File: config.mk
export PLATFORM = sky130hd
export DESIGN_NAME = hex_display_bank
export DESIGN_NICKNAME = d
export VERILOG_FILES = /design/src/rtl/hex_display_bank_pkg.sv /design/src/rtl/hex_display_bank_digit.sv /design/src/rtl/hex_display_bank.sv
export SDC_FILE = /design/constraint.sdc
export NUM_CORES = 1
export LEC_CHECK = 0
export CAP_MARGIN = 0
export CORE_ASPECT_RATIO = 1.75
export CORE_UTILIZATION = 48
export CTS_CLUSTER_DIAMETER = 40
export DETAILED_ROUTE_END_ITERATION = 10
export GPL_TIMING_DRIVEN = 1
export PLACE_DENSITY = 0.8
export SYNTH_ARGS = -nofsm -noshare
export SYNTH_HDL_FRONTEND = slang
export SYNTH_SLANG_ARGS = --single-unit
export TNS_END_PERCENT = 5
File: constraint.sdc
create_clock -name clk -period 1.7 [get_ports clk]
set_clock_uncertainty 0.1 [all_clocks]
set_input_delay 0.255 -clock clk [delete_from_list [all_inputs] [get_ports clk]]
set_output_delay 0.255 -clock clk [all_outputs]
set_load 0.005 [all_outputs]
File: src/rtl/hex_display_bank_pkg.sv
// hexdisp_pkg: shared constants and helpers for the hex display bank.
// Segment patterns are active-low, bit0 = a ... bit6 = g.
package hexdisp_pkg;

   // All segments off (active-low)
   localparam logic [6:0] SEG_BLANK = 7'h7F;

   // Active-low glyphs for hex digits, packed so SEG_TABLE[n] is the glyph for n
   localparam logic [15:0][6:0] SEG_TABLE = {
      7'h0E,   // F
      7'h06,   // E
      7'h21,   // D
      7'h46,   // C
      7'h03,   // B
      7'h08,   // A
      7'h18,   // 9
      7'h00,   // 8
      7'h78,   // 7
      7'h02,   // 6
      7'h12,   // 5
      7'h19,   // 4
      7'h30,   // 3
      7'h24,   // 2
      7'h79,   // 1
      7'h40    // 0
   };

   // Look up the active-low glyph for one hex nibble
   function automatic logic [6:0] hex_to_seg(input logic [3:0] nib);
      return SEG_TABLE[nib];
   endfunction

endpackage

File: src/rtl/hex_display_bank_digit.sv
// hex_seg_digit: combinational single-digit hex decode with blank gating.
// When blank is high the digit is forced fully off.
module hex_seg_digit
   import hexdisp_pkg::*;
(
   input  logic [3:0] nibble,
   input  logic       blank,
   output logic [6:0] seg7
);

   // Decode the nibble unless the digit is being blanked
   always_comb begin
      seg7 = hex_to_seg(nibble);
      if (blank) begin
         seg7 = SEG_BLANK;
      end
   end

endmodule

File: src/rtl/hex_display_bank.sv
// hex_display_bank: multi-digit active-low 7-segment hex display driver.
// Latches a hex word on a load strobe, then drives one registered segment
// field per digit with leading-zero blanking and optional per-digit blinking.
// Build option: define HEXDISP_BLINK_EN to build the blink counter; without it
// blink_phase is tied low and blink_mask has no effect.
module hex_display_bank
   import hexdisp_pkg::*;
#(
   parameter int NUM_DIGITS = 4,
   parameter int BLINK_DIV  = 25000000
) (
   input  logic                      clk,
   input  logic                      reset,
   input  logic                      load,
   input  logic [4*NUM_DIGITS-1:0]   value,
   input  logic                      blank_lz,
   input  logic [NUM_DIGITS-1:0]     blink_mask,
   output logic                      load_ack,
   output logic [4*NUM_DIGITS-1:0]   shown,
   output logic [7*NUM_DIGITS-1:0]   seg
);

   // Latch stage state
   logic [4*NUM_DIGITS-1:0] shown_q, shown_d;
   logic                    valid_q, valid_d;
   logic                    load_ack_q, load_ack_d;

   // Decode stage state
   logic [7*NUM_DIGITS-1:0] seg_q, seg_d;
   logic [7*NUM_DIGITS-1:0] seg_dec;

   // Per-digit blank terms
   logic [NUM_DIGITS-1:0]   lz_blank;
   logic [NUM_DIGITS-1:0]   digit_blank;
   logic                    blink_phase;

`ifdef HEXDISP_BLINK_EN
   localparam int CNT_W = $clog2(BLINK_DIV);

   logic [CNT_W-1:0] blink_cnt_q, blink_cnt_d;
   logic             blink_phase_q, blink_phase_d;

   // Free-running blink divider: count 0..BLINK_DIV-1, flip the phase on wrap
   always_comb begin
      blink_cnt_d   = blink_cnt_q + CNT_W'(1);
      blink_phase_d = blink_phase_q;
      if (blink_cnt_q == CNT_W'(BLINK_DIV - 1)) begin
         blink_cnt_d   = '0;
         blink_phase_d = ~blink_phase_q;
      end
   end

   // Blink divider registers
   always_ff @(posedge clk or posedge reset) begin
      if (reset) begin
         blink_cnt_q   <= '0;
         blink_phase_q <= 1'b0;
      end else begin
         blink_cnt_q   <= blink_cnt_d;
         blink_phase_q <= blink_phase_d;
      end
   end

   assign blink_phase = blink_phase_q;
`else
   // No divider in this build; the divide parameter is kept so both builds share a port/param list
   logic unused_blink_div;
   assign unused_blink_div = (BLINK_DIV < 2);
   assign blink_phase      = 1'b0;
`endif

   // Leading-zero detection: upper_zero[gi] is high when digits gi..NUM_DIGITS-1 are all zero.
   // Digit 0 is never blanked by this rule so an all-zero word still shows one "0".
   logic [NUM_DIGITS:1] upper_zero;
   assign upper_zero[NUM_DIGITS] = 1'b1;

   generate
      for (genvar gi = 1; gi < NUM_DIGITS; gi++) begin : g_upper_zero
         assign upper_zero[gi] = upper_zero[gi+1] & (shown_q[4*gi +: 4] == 4'h0);
      end

      for (genvar gi = 0; gi < NUM_DIGITS; gi++) begin : g_digit
         if (gi == 0) begin : g_lz_first
            assign lz_blank[gi] = 1'b0;
         end else begin : g_lz_upper
            assign lz_blank[gi] = blank_lz & upper_zero[gi];
         end

         assign digit_blank[gi] = ~valid_q
                                | lz_blank[gi]
                                | (blink_phase & blink_mask[gi]);

         hex_seg_digit u_digit (
            .nibble (shown_q[4*gi +: 4]),
            .blank  (digit_blank[gi]),
            .seg7   (seg_dec[7*gi +: 7])
         );
      end
   endgenerate

   // Next-state for latch and decode stages; last load in a burst wins
   always_comb begin
      shown_d    = shown_q;
      valid_d    = valid_q;
      load_ack_d = load;
      seg_d      = seg_dec;
      if (load) begin
         shown_d = value;
         valid_d = 1'b1;
      end
   end

   // Latch and decode registers; reset blanks the display until the next load
   always_ff @(posedge clk or posedge reset) begin
      if (reset) begin
         shown_q    <= '0;
         valid_q    <= 1'b0;
         load_ack_q <= 1'b0;
         seg_q      <= {NUM_DIGITS{SEG_BLANK}};
      end else begin
         shown_q    <= shown_d;
         valid_q    <= valid_d;
         load_ack_q <= load_ack_d;
         seg_q      <= seg_d;
      end
   end

   assign shown    = shown_q;
   assign load_ack = load_ack_q;
   assign seg      = seg_q;

endmodule
* Yosys cells after proc, flatten, opt, wreduce, memory -nomap -nowiden
Memories as Yosys holds them, arrays and structs flattened. Cells that the tools add are included.
Storage, ports and cells: memories kept 4, bits in read-only memories 448, word-level logic and storage cells 32, output and inout bits 45, register bits after elaboration 46
Memories:
- (no name shown) | depth 16, bits a word 7, read ports 1, clocked after memory_dff 0, wr ports 0, RTL line hex_display_bank_pkg.sv:30 | return SEG_TABLE[nib];
- (no name shown) | depth 16, bits a word 7, read ports 1, clocked after memory_dff 0, wr ports 0, RTL line hex_display_bank_pkg.sv:30
- (no name shown) | depth 16, bits a word 7, read ports 1, clocked after memory_dff 0, wr ports 0, RTL line hex_display_bank_pkg.sv:30
- (no name shown) | depth 16, bits a word 7, read ports 1, clocked after memory_dff 0, wr ports 0, RTL line hex_display_bank_pkg.sv:30
Operators by class: reduce and logical (&&, ||, !) cells 3, magnitude comparators 4, bitwise logic cells 9, mux-type cells 8
Operators by type and width (count):
- two-way mux 7 bit | 8
- less-than comparator 4 x 5 -> 1 bit (second input constant) | 4
- zero test 4 bit | 3
- AND 1 bit | 5
- OR 1 bit | 3
- inverter 1 bit | 1

* Depth between registers and ports, before layout
Gate-level depths: netlist of run 1.
depth after elaboration 6, mapped depth 5, depth with buffers taken out 5

* By module
Synthesis of run 1 repeated with hierarchy kept, for this count alone.
Second synthesis, totals: cell total of the unflattened synthesis 233, area total of the unflattened synthesis 2560.0 sq um
By module, submodules not included:
- hex_display_bank | seq. area each 1186.1 sq um, cells each 73, times used 1, area each 1447.6 sq um
- hex_seg_digit (g_digit[1].u_digit ...) | seq. area each 0.0 sq um, cells each 40, times used 3, area each 272.8 sq um
- hex_seg_digit (g_digit[0].u_digit) | seq. area each 0.0 sq um, cells each 40, times used 1, area each 294.0 sq um

* Worst setup path before layout of run 1
OpenSTA, ideal clock, no wires.
path type register to register, from reg shown_q[12] (netlist: shown[12]), to reg seg_q[8] (netlist: seg[8]), buffers on the path 0, library setup time 97 ps, data required time 1503 ps, cell stages (with the launch flop) 6, clock period less this slack 1525 ps, path slack 175 ps, data arrival time 1328 ps, cells stage by stage dfrtp_1 > inv_1 > ha_1 > and4bb_4 > a41oi_4 > o311ai_2
On the way: word-level cells in the longest chain between the ends 6
RTL lines:
- start, declared | RTL line hex_display_bank.sv:24 | logic [4*NUM_DIGITS-1:0] shown_q, shown_d;
- start signal, assigned | RTL line hex_display_bank.sv:121 | shown_q <= shown_d;
- zero test 4 bit | RTL line hex_display_bank.sv:79 | assign upper_zero[gi] = upper_zero[gi+1] & (shown_q[4*gi +: 4] == 4'h0);
- AND 1 bit (2 in series) | RTL line hex_display_bank.sv:79
- AND 1 bit | RTL line hex_display_bank.sv:86 | assign lz_blank[gi] = blank_lz & upper_zero[gi];
- OR 1 bit | RTL line hex_display_bank.sv:90 | | lz_blank[gi]
- two-way mux 7 bit | RTL line hex_display_bank_digit.sv:14 | if (blank) begin
- via g_digit[1].u_digit.seg7[1] | RTL line hex_display_bank_digit.sv:8 | output logic [6:0] seg7
- end signal, assigned | RTL line hex_display_bank.sv:119 | seg_q <= {NUM_DIGITS{SEG_BLANK}};
- end signal, assigned | RTL line hex_display_bank.sv:124 | seg_q <= seg_d;
- end, declared | RTL line hex_display_bank.sv:29 | logic [7*NUM_DIGITS-1:0] seg_q, seg_d;
The timed path passes the listed nets, and every way through them passes these cells. A chain may end at the register's enable or synchronous reset.

* Final worst setup path of run 1
from reg seg_q[20] (netlist: seg[20]), to out seg[20]
RTL lines:
- end, declared | RTL line hex_display_bank.sv:20 | output logic [7*NUM_DIGITS-1:0] seg
No word-level cell between the ends.

==> results of run 1 <==
==> per-stage QoR <==
step	utilization [%]	area, um2	setup WS (ps)
6_report	69.8	3310	36.9
5_1_grt	69.8	3310	2.01
4_1_cts	69.1	3280	8.72
3_5_place_dp	67.4	3200	70.2
3_3_place_gp	67.4	3200	106
2_1_floorplan	-	2420	175
==> worst max-delay path by stage <==
stage                    to      start  cells after the start
global placement     seg[8]   shown[8]                      5
floorplan            seg[8]  shown[12]                      5
global route         seg[3]     seg[3]                      1
CTS                 seg[19]    seg[19]                      1
finish              seg[20]    seg[20]                      1
detailed placement   seg[8]   shown[9]                      5
==> routing by layer <==
layer / part of all wire, % / GRT usage (%)
met1: 38 / 21.5
met2: 56 / 36.5
met3: 4.1 / 4.17
met4: 2.4 / 8.96
met5: 0 / 0
==> flip-flops by register name (all words and copies together) (netlist names) <==
name      count
valid_q       1
load_ack      1
shown        16
seg          28
==> report_power, final <==
group	internal (W)	total (W)	switching (W)
logic	0.000481	0.000835	0.000354
clock network	0.000276	0.000622	0.000345
registers	0.00132	0.00140	0.0000786
==> Yosys cell counts (all sizes together), types with 2 or more instances <==
cell type and count:
a21oi 7, a31oi 4, and2 3, and3 2, buf 7, clkbuf 4, dfrtp 18, dfstp 28
ha 17, inv 17, mux2 6, mux2i 5, nand2 24, nand2b 5, nand3 10, nor2 7
nor2b 4, nor3 2, o211ai 10, o21ai 19, o221ai 4, o311ai 12
==> area by class of cell <==
| type | instances | share of cell area (%) |
|---|---|---|
| flip-flops and latches | 46 | 36.0 |
| repair buffers | 80 | 24.1 |
| clock inverters | 2 | 0.302 |
| inverters | 17 | 1.93 |
| multi-input cells | 151 | 33.6 |
| clock buffers | 5 | 2.08 |
| well taps | 52 | 1.96 |
==> worst register-to-register path: cells and delay by family, from the launching register on <==
family | cells | cell delay (ps)
flip-flops | 1 | 440
AO/OA/AOI/OAI | 2 | 350
buffers and inverters | 1 | 100
adder cells (fa/ha/maj) | 1 | 220
AND/OR/NAND/NOR | 1 | 330
==> cell families after synthesis <==
group           Yosys count
compound gates           61
mux                      11
buf+inv                  28
fa+ha+maj                17
simple gates             62
flops                    46
==> impl_metrics.py, run 1 <==
metrics = {
    "critical_path": {
        "start_kind": "flip-flop",
        "r2r-end": "seg[8]",
        "ff2ff_path_depth": 5,
        "worst_path_largest_cell_delay_ps": 530,
        "critPathSlowestCell": "dfstp_2",
        "crit_chain": "clkdlybuf4s50_1",
        "cp.arrival_ps": 1310,
        "cpLargestDelayFamily": "flip-flops",
        "cp.required_ps": 1340,
        "r2r_slack_ps": 60,
        "reg2reg_from": "shown[9]",
        "end_kind": "output pin",
        "crit_buf_inv": 1,
        "path_class": "flip-flop to output pin",
        "path_max_fanout": 1,
    },
    "synthesis": {
        "syn_area_um2": 2420,
        "synth_top_area_cell": "dfstp_2",
        "yosys.area_share.adder_pct": 8.79,
        "synth-xor-area-share_pct": 0,
        "syn_area_per_cell_um2": 10.7,
        "synth_top_family_by_area": "compound AO/OA/AOI/OAI gates",
        "synth_mux_area_share_pct": 4.86,
        "syn-num-nets": 266,
        "yosysWarnings": 0,
        "synth_compound_area_share_pct": 19.0,
        "synth_edf_count": 0,
        "yosysSeqAreaShare_pct": 49.0,
        "synth_top_area_share_pct": 30.4,
        "yosysUniqueCellTypes": 39,
        "ys_ff_latch": 46,
        "synthTopCellsByArea": "dfstp_2 30%, dfrtp_1 19%, ha_1 8.8%, o21ai_0 3.9%, nand2_1 3.7%",
        "synthSimpleGateAreaFrac_pct": 13.3,
        "async_flop_share_pct": 100,
        "synthCells": 225,
        "synth_ff_type": "dfstp_2",
    },
    "floorplan": {
        "initial_utilization_pct": 50.9,
        "die-area_um2": 5340,
        "chipHeight_um": 95.9,
        "core_area_um2": 4750,
        "die_x_um": 55.7,
        "rows": 33,
        "pin_count": 69,
    },
    "routing": {
        "final_antenna_net_count": 0,
        "drt-total-wl_um": 5210,
        "drt-pass1-iter-count": 4,
        "drc": 0,
        "vias": 1970,
        "avgViaCountPerCell": 5.58,
        "wl_per_cell_um": 14.7,
        "drt_iter0_drc": 33,
    },
    "clock_tree": {
        "cts_setup_buffers": 0,
        "cts.sinks": 46,
        "cts_buffers": 5,
        "h-tree-depth": 2,
        "hold_buffers": 0,
        "cts_tree": "done",
        "cts_root_buf": "clkbuf_8",
        "clk_path_buf_depth": 2,
        "cts_resized": 4,
        "cts.clk_slew.worst_paths_ps": 80,
        "clk_latency_ps": 290,
    },
    "timing": {
        "max-slew-margin-rel_pct": 71.1,
        "finalSetupViolCount": 0,
        "grt_setup_unrepaired": "false",
        "max_freq_mhz": 601,
        "hold_viol": 0,
        "period_minus_slack_ps": 1660,
        "slew_violations": 0,
        "hold-worst-slack_ps": 196,
        "fin_crit_sh_pct": 97.8,
        "tightest_slew_ps": 433,
        "setup_tns_ps": 0,
    },
    "final_layout": {
        "finalNonFillerCells": 353,
        "area_delta_synth_final_pct": 37.0,
        "fillers": 368,
        "layout_commonest_cell": "clkdlybuf4s50_1",
        "drive_gt1_share_pct": 23.9,
        "layout_common_cells": "52 x clkdlybuf4s50_1, 28 x dfstp_2, 24 x nand2_1",
        "antenna_cells": 0,
        "seqCellArea_um2": 1190,
        "finalNetCount": 342,
        "multi_input_area_um2": 1110,
    },
    "power": {
        "peakVddDrop_v": 0.000613,
        "powerDensity_nw_per_um2": 861,
        "power_w": 0.00285,
        "leakage_nw": 1.53,
    },
    "grt": {
        "track_usage_pct": 19.8,
        "grt_pass1_wl_um": 8300,
        "grt_pass1_vias": 1835,
        "grt_antenna_before_repair": 0,
        "overflow": 0,
        "grt_max_degree": 47,
    },
    "placement": {
        "placed_cells": 346,
        "gp_congestion": 0.814,
        "numPortBuffers": 64,
        "dp_hpwl_um": 3860,
    },
    "worst_hold_path": {
        "hold_class": "input port to asynchronous set/reset pin",
    },
    "status": {
        "status": "finished clean",
    },
    "flow_run": {
        "maxCapViolations": 0,
    },
}
(Power assumes the default switching activity.)
==> run 2: changes to the inputs <==
- PLACE_DENSITY: 0.8 -> not set
- PLACE_DENSITY_LB_ADDON: not set -> 0.1
- SYNTH_HIERARCHICAL: not set -> 1
==> impl_metrics.py, run 2 <==
metrics = {
    "floorplan": {
        "core_area_um2": 5060,
        "initial_utilization_pct": 50.6,
        "die-area_um2": 5640,
        "rows": 34,
        "die_x_um": 57.2,
        "pin_count": 69,
        "chipHeight_um": 98.6,
    },
    "critical_path": {
        "start_kind": "flip-flop",
        "worst_path_largest_cell_delay_ps": 520,
        "path_max_fanout": 7,
        "cp.arrival_ps": 1870,
        "reg2reg_from": "shown[4]",
        "critPathLaunch": "shown[4]",
        "crit_chain": "or4_4, o41ai_4, buf_4, a21oi_1, o21ai_1",
        "crit_buf_inv": 1,
        "cpLargestDelayFamily": "simple AND/OR/NAND/NOR gates",
        "cp.required_ps": 1820,
        "critPathSlowestCell": "or4_4",
        "end_kind": "flip-flop",
        "path_class": "flip-flop to flip-flop",
    },
    "clock_tree": {
        "cts.sinks": 46,
        "cts_buffers": 5,
        "clk_path_buf_depth": 2,
        "cts.clk_slew.worst_paths_ps": 80,
        "h-tree-depth": 2,
        "hold_buffers": 0,
        "cts_root_buf": "clkbuf_8",
        "cts_setup_buffers": 0,
        "cts_tree": "done",
        "clk_latency_ps": 290,
    },
    "final_layout": {
        "antenna_cells": 0,
        "finalNonFillerCells": 371,
        "drive_gt1_share_pct": 27.1,
        "layout_commonest_cell": "clkdlybuf4s50_1",
        "finalNetCount": 364,
        "seqCellArea_um2": 1190,
        "layout_common_cells": "48 x clkdlybuf4s50_1, 28 x dfstp_2, 24 x ha_1",
        "fillers": 419,
        "fin_area_um2": 3510,
        "area_delta_synth_final_pct": 37.3,
        "multi_input_area_um2": 1230,
        "largest_reg_flops": 28,
        "utilization_pct": 69.4,
    },
    "power": {
        "netSwitchingFraction_pct": 27.1,
        "pwr-share-seq_pct": 45.8,
        "peakVddDrop_v": 0.000611,
        "power_frac_comb_pct": 33.5,
        "p_int_w": 0.00220,
        "powerDensity_nw_per_um2": 860,
        "leakage_nw": 1.74,
        "clkPwrFrac_pct": 20.6,
        "p_switching_w": 0.000821,
    },
    "placement": {
        "dp_hpwl_um": 3840,
        "gp_congestion": 0.845,
        "placed_cell_area_um2": 3380,
        "numPortBuffers": 64,
        "placed_cells": 363,
    },
    "grt": {
        "track_usage_pct": 19.8,
        "overflow": 0,
        "grt_antenna_before_repair": 0,
        "grt_pass1_vias": 2004,
        "grt_max_degree": 27,
        "grt_pass1_wl_um": 8740,
    },
    "routing": {
        "drc": 6,
        "final_antenna_net_count": 0,
        "avgViaCountPerCell": 5.41,
        "drt-pass1-iter-count": 7,
        "vias": 2007,
        "drt_iter0_drc": 47,
        "drt-total-wl_um": 5170,
        "wl_per_cell_um": 13.9,
    },
    "timing": {
        "period_minus_slack_ps": 1750,
        "setup_tns_ps": -144,
        "slew_violations": 0,
        "grt_setup_unrepaired": "true",
        "setup_ws_ps": -53.3,
        "max-slew-margin-rel_pct": 78.4,
        "hold-worst-slack_ps": 208,
        "finalSetupViolCount": 6,
        "fin_crit_sh_pct": 103,
        "tightest_slew_ps": 324,
        "hold_viol": 0,
        "max_freq_mhz": 570,
    },
    "worst_hold_path": {
        "hold_class": "input port to asynchronous set/reset pin",
    },
    "synthesis": {
        "yosys-top-cells-count": "28 x dfstp_2, 24 x ha_1, 18 x dfrtp_1",
        "syn_area_per_cell_um2": 11.0,
        "synth_edf_count": 0,
        "async_flop_share_pct": 100,
        "syn_area_um2": 2560,
        "ys_ff_latch": 46,
        "yosysUniqueCellTypes": 30,
        "synth_top_area_cell": "dfstp_2",
        "synth_top_area_share_pct": 28.7,
        "syn-num-nets": 281,
        "yosysSeqAreaShare_pct": 46.3,
        "synthCells": 233,
        "synth_ff_type": "dfstp_2",
        "yosysWarnings": 6,
        "yosysMostFrequentCell": "dfstp_2",
        "synthTopCellsByArea": "dfstp_2 29%, dfrtp_1 18%, ha_1 12%, mux2_2 7.0%, a211o_1 4.1%",
    },
    "status": {
        "violations": "design-rule violations, negative setup slack",
        "status": "finished, violations left",
    },
    "flow_run": {
        "maxCapViolations": 0,
    },
}
[run 2: cell types whose count changed in the layout (fill, tap and decap cells not counted), sizes merged, moves of 7 or more]
cell and delta:
o21ai -8, nor2 +13, nand3 -10, mux2 +10, buf +7, o311ai -12, nand2 -10, o211ai -10
ha +7, a211o +11, a221o +8
[run 2: metal layers]
layer  share of wire, %  GRT usage (%)
met2                 57           38.8
met3                3.4           3.54
met4               0.97           5.82
met1                 38           20.4
met5                  0              0
[run 2: repair_timing]
item                       4_1_cts  5_1_grt
cloned                           0        0
resized for setup               13       13
pin swaps                        1        0
setup endpoints to repair       15       26
[run 2: cells by family (layout without fill, tap and decap cells)]
group | after synthesis | after routing | synth area share [%]
simple gates | 61 | 61 | 12.6
mux | 16 | 16 | 7.04
fa+ha+maj | 24 | 24 | 11.7
buf+inv | 29 | 113 | 6.35
compound gates | 57 | 57 | 16.0
flops | 46 | 46 | 46.3
[run 2: cell type report]
cell class	count	area share, %
multi-input combinational	158	35.1
sequential	46	33.8
timing repair buffer	87	25.0
clock buffer	8	2.28
inverter	18	1.92
tap	54	1.92
[run 2: per-stage QoR]
step	total power [W]	worst slack, ps
after global routing	0.00322	-136
final	0.00302	-53.3
after floorplan	0.00193	-42.1
after CTS	0.00307	-44.4
after detailed placement	0.00243	-228
after global placement	0.00241	-219
[run 2: tightest hold or removal path, cell delays in order]
cell and delay (ps):
clkdlybuf4s50_1 410, inv_2 60, buf_4 250
[run 2: path summary, 6_finish.rpt]
path                            endpoint  slack (ps)  depth (start not counted)
worst max register to register   seg[11]         -50                          5
worst min-delay path            shown[0]         210                          3
worst max-delay path             seg[11]         -50                          5
worst min register to register  shown[3]         460                          1
min in group clk                shown[3]         460                          1
max in group asynchronous         seg[9]         960                          3
[run 2: power groups by stage]
| stage | sequential [W] | combinational [W] | clock [W] |
|---|---|---|---|
| detailed placement | 0.00141 | 0.00103 | 0 |
| global route | 0.00140 | 0.00112 | 0.000697 |
| global placement | 0.00140 | 0.00101 | 0 |
| finish | 0.00139 | 0.00101 | 0.000624 |
| floorplan | 0.00147 | 0.000466 | 0 |
| CTS | 0.00139 | 0.00103 | 0.000654 |
==> run 3: changes to the inputs <==
- MAX_ROUTING_LAYER: not set -> met4
==> impl_metrics.py, run 3 (same netlist as run 2, synthesis figures left out) <==
metrics = {
    "routing": {
        "avgViaCountPerCell": 5.37,
        "drc": 6,
        "vias": 1992,
        "drt_iter0_drc": 55,
        "drt-pass1-iter-count": 7,
        "wl_per_cell_um": 13.9,
        "final_antenna_net_count": 0,
        "drt-total-wl_um": 5150,
    },
    "timing": {
        "grt_setup_unrepaired": "true",
        "finalSetupViolCount": 7,
        "max-slew-margin-rel_pct": 78.6,
        "setup_ws_ps": -54.5,
        "slew_violations": 0,
        "max_freq_mhz": 570,
        "period_minus_slack_ps": 1750,
        "hold_viol": 0,
        "fin_crit_sh_pct": 103,
        "tightest_slew_ps": 321,
    },
    "power": {
        "powerDensity_nw_per_um2": 860,
        "power_frac_comb_pct": 33.5,
        "power_w": 0.00302,
        "p_int_w": 0.00220,
        "leakage_nw": 1.74,
        "pwr-share-seq_pct": 45.8,
        "netSwitchingFraction_pct": 27.1,
        "peakVddDrop_v": 0.000612,
        "clkPwrFrac_pct": 20.7,
        "p_switching_w": 0.000820,
    },
    "critical_path": {
        "end_kind": "flip-flop",
        "start_kind": "flip-flop",
        "path_class": "flip-flop to flip-flop",
        "cp.required_ps": 1820,
        "path_max_fanout": 7,
        "cp.arrival_ps": 1870,
    },
    "clock_tree": {
        "clk_latency_ps": 290,
        "h-tree-depth": 2,
        "cts_buffers": 5,
        "hold_buffers": 0,
        "clk_path_buf_depth": 2,
        "cts_root_buf": "clkbuf_8",
        "cts_setup_buffers": 0,
        "cts_tree": "done",
        "cts.clk_slew.worst_paths_ps": 80,
        "cts.sinks": 46,
    },
    "floorplan": {
        "pin_count": 69,
        "die_x_um": 57.2,
        "core_area_um2": 5060,
        "chipHeight_um": 98.6,
        "initial_utilization_pct": 50.6,
        "die-area_um2": 5640,
        "rows": 34,
    },
    "grt": {
        "grt_max_degree": 27,
        "grt_pass1_vias": 1998,
        "overflow": 0,
        "grt_antenna_before_repair": 0,
        "track_usage_pct": 20.4,
        "grt_pass1_wl_um": 8770,
    },
    "placement": {
        "dp_hpwl_um": 3840,
        "placed_cells": 363,
        "gp_congestion": 0.858,
        "numPortBuffers": 64,
        "placed_cell_area_um2": 3380,
        "dpl_worst_slack_ps": -228,
    },
    "final_layout": {
        "fin_area_um2": 3510,
        "largest_reg_flops": 28,
        "area_delta_synth_final_pct": 37.3,
        "layout_commonest_cell": "clkdlybuf4s50_1",
        "finalNonFillerCells": 371,
        "finalNetCount": 364,
        "layout_common_cells": "48 x clkdlybuf4s50_1, 28 x dfstp_2, 24 x ha_1",
        "antenna_cells": 0,
        "drive_gt1_share_pct": 27.1,
    },
    "flow_run": {
        "maxCapViolations": 0,
    },
    "worst_hold_path": {
        "hold_class": "input port to asynchronous set/reset pin",
    },
    "status": {
        "violations": "design-rule violations, negative setup slack",
        "status": "finished, violations left",
    },
}
==> run 3: cell counts in the layout (fill, tap and decap cells not counted) <==
No cell type changed its count.
==> run 3: layout make-up <==
type | instances | area [um2]
fillers | 419 | 1550
multi-input cells | 158 | 1230
flip-flops and latches | 46 | 1190
repair buffers | 87 | 877
clock buffers | 8 | 80.1
inverters | 18 | 67.6
well taps | 54 | 67.6
==> run 3: worst max-delay path, cell delays in order, from the launching register on <==
cell and delay (ps):
dfrtp_2 410, or4_4 520, o41ai_4 320, buf_4 200
a21oi_1 50, o21ai_1 90
==> run 3: worst paths after layout <==
path | from | endpoint | slack (ps) | depth (start not counted)
max reg2reg | shown[4] | seg[11] | -50 | 5
max | shown[4] | seg[11] | -50 | 5
min reg2reg | shown[3] | shown[3] | 460 | 1
min in group clk | shown[3] | shown[3] | 460 | 1
min | reset | shown[0] | 210 | 3
max in group asynchronous | reset | seg[9] | 970 | 3
==> run 3: power by group through the flow <==
stage	clock (W)	sequential, W	combinational (W)
2_1_floorplan	0	0.00147	0.000466
3_3_place_gp	0	0.00140	0.00101
3_5_place_dp	0	0.00141	0.00103
4_1_cts	0.000654	0.00139	0.00103
5_1_grt	0.000699	0.00140	0.00112
6_report	0.000625	0.00139	0.00101
==> run 3: repair_timing <==
action                                  CTS  global route
pin swaps                                 1             0
endpoints found under the setup margin   15            26
resized for setup                        13            13
==> run 3: metal layers <==
layer	GRT usage, %	wire length [um]	part of all wire [%]
met5	-	0	0
met2	38.6	2970	58
met3	3.28	182	3.5
met4	5.82	50	0.97
met1	20.9	1950	38
==> run 3: metrics by stage <==
step,hold WS (ps),utilization [%],TNS [ps]
finish,212,69.4,-154
global route,229,69.4,-708
CTS,209,68.7,-137
detailed placement,444,66.8,-3210
global placement,430,66.8,-3250
floorplan,186,-,-413
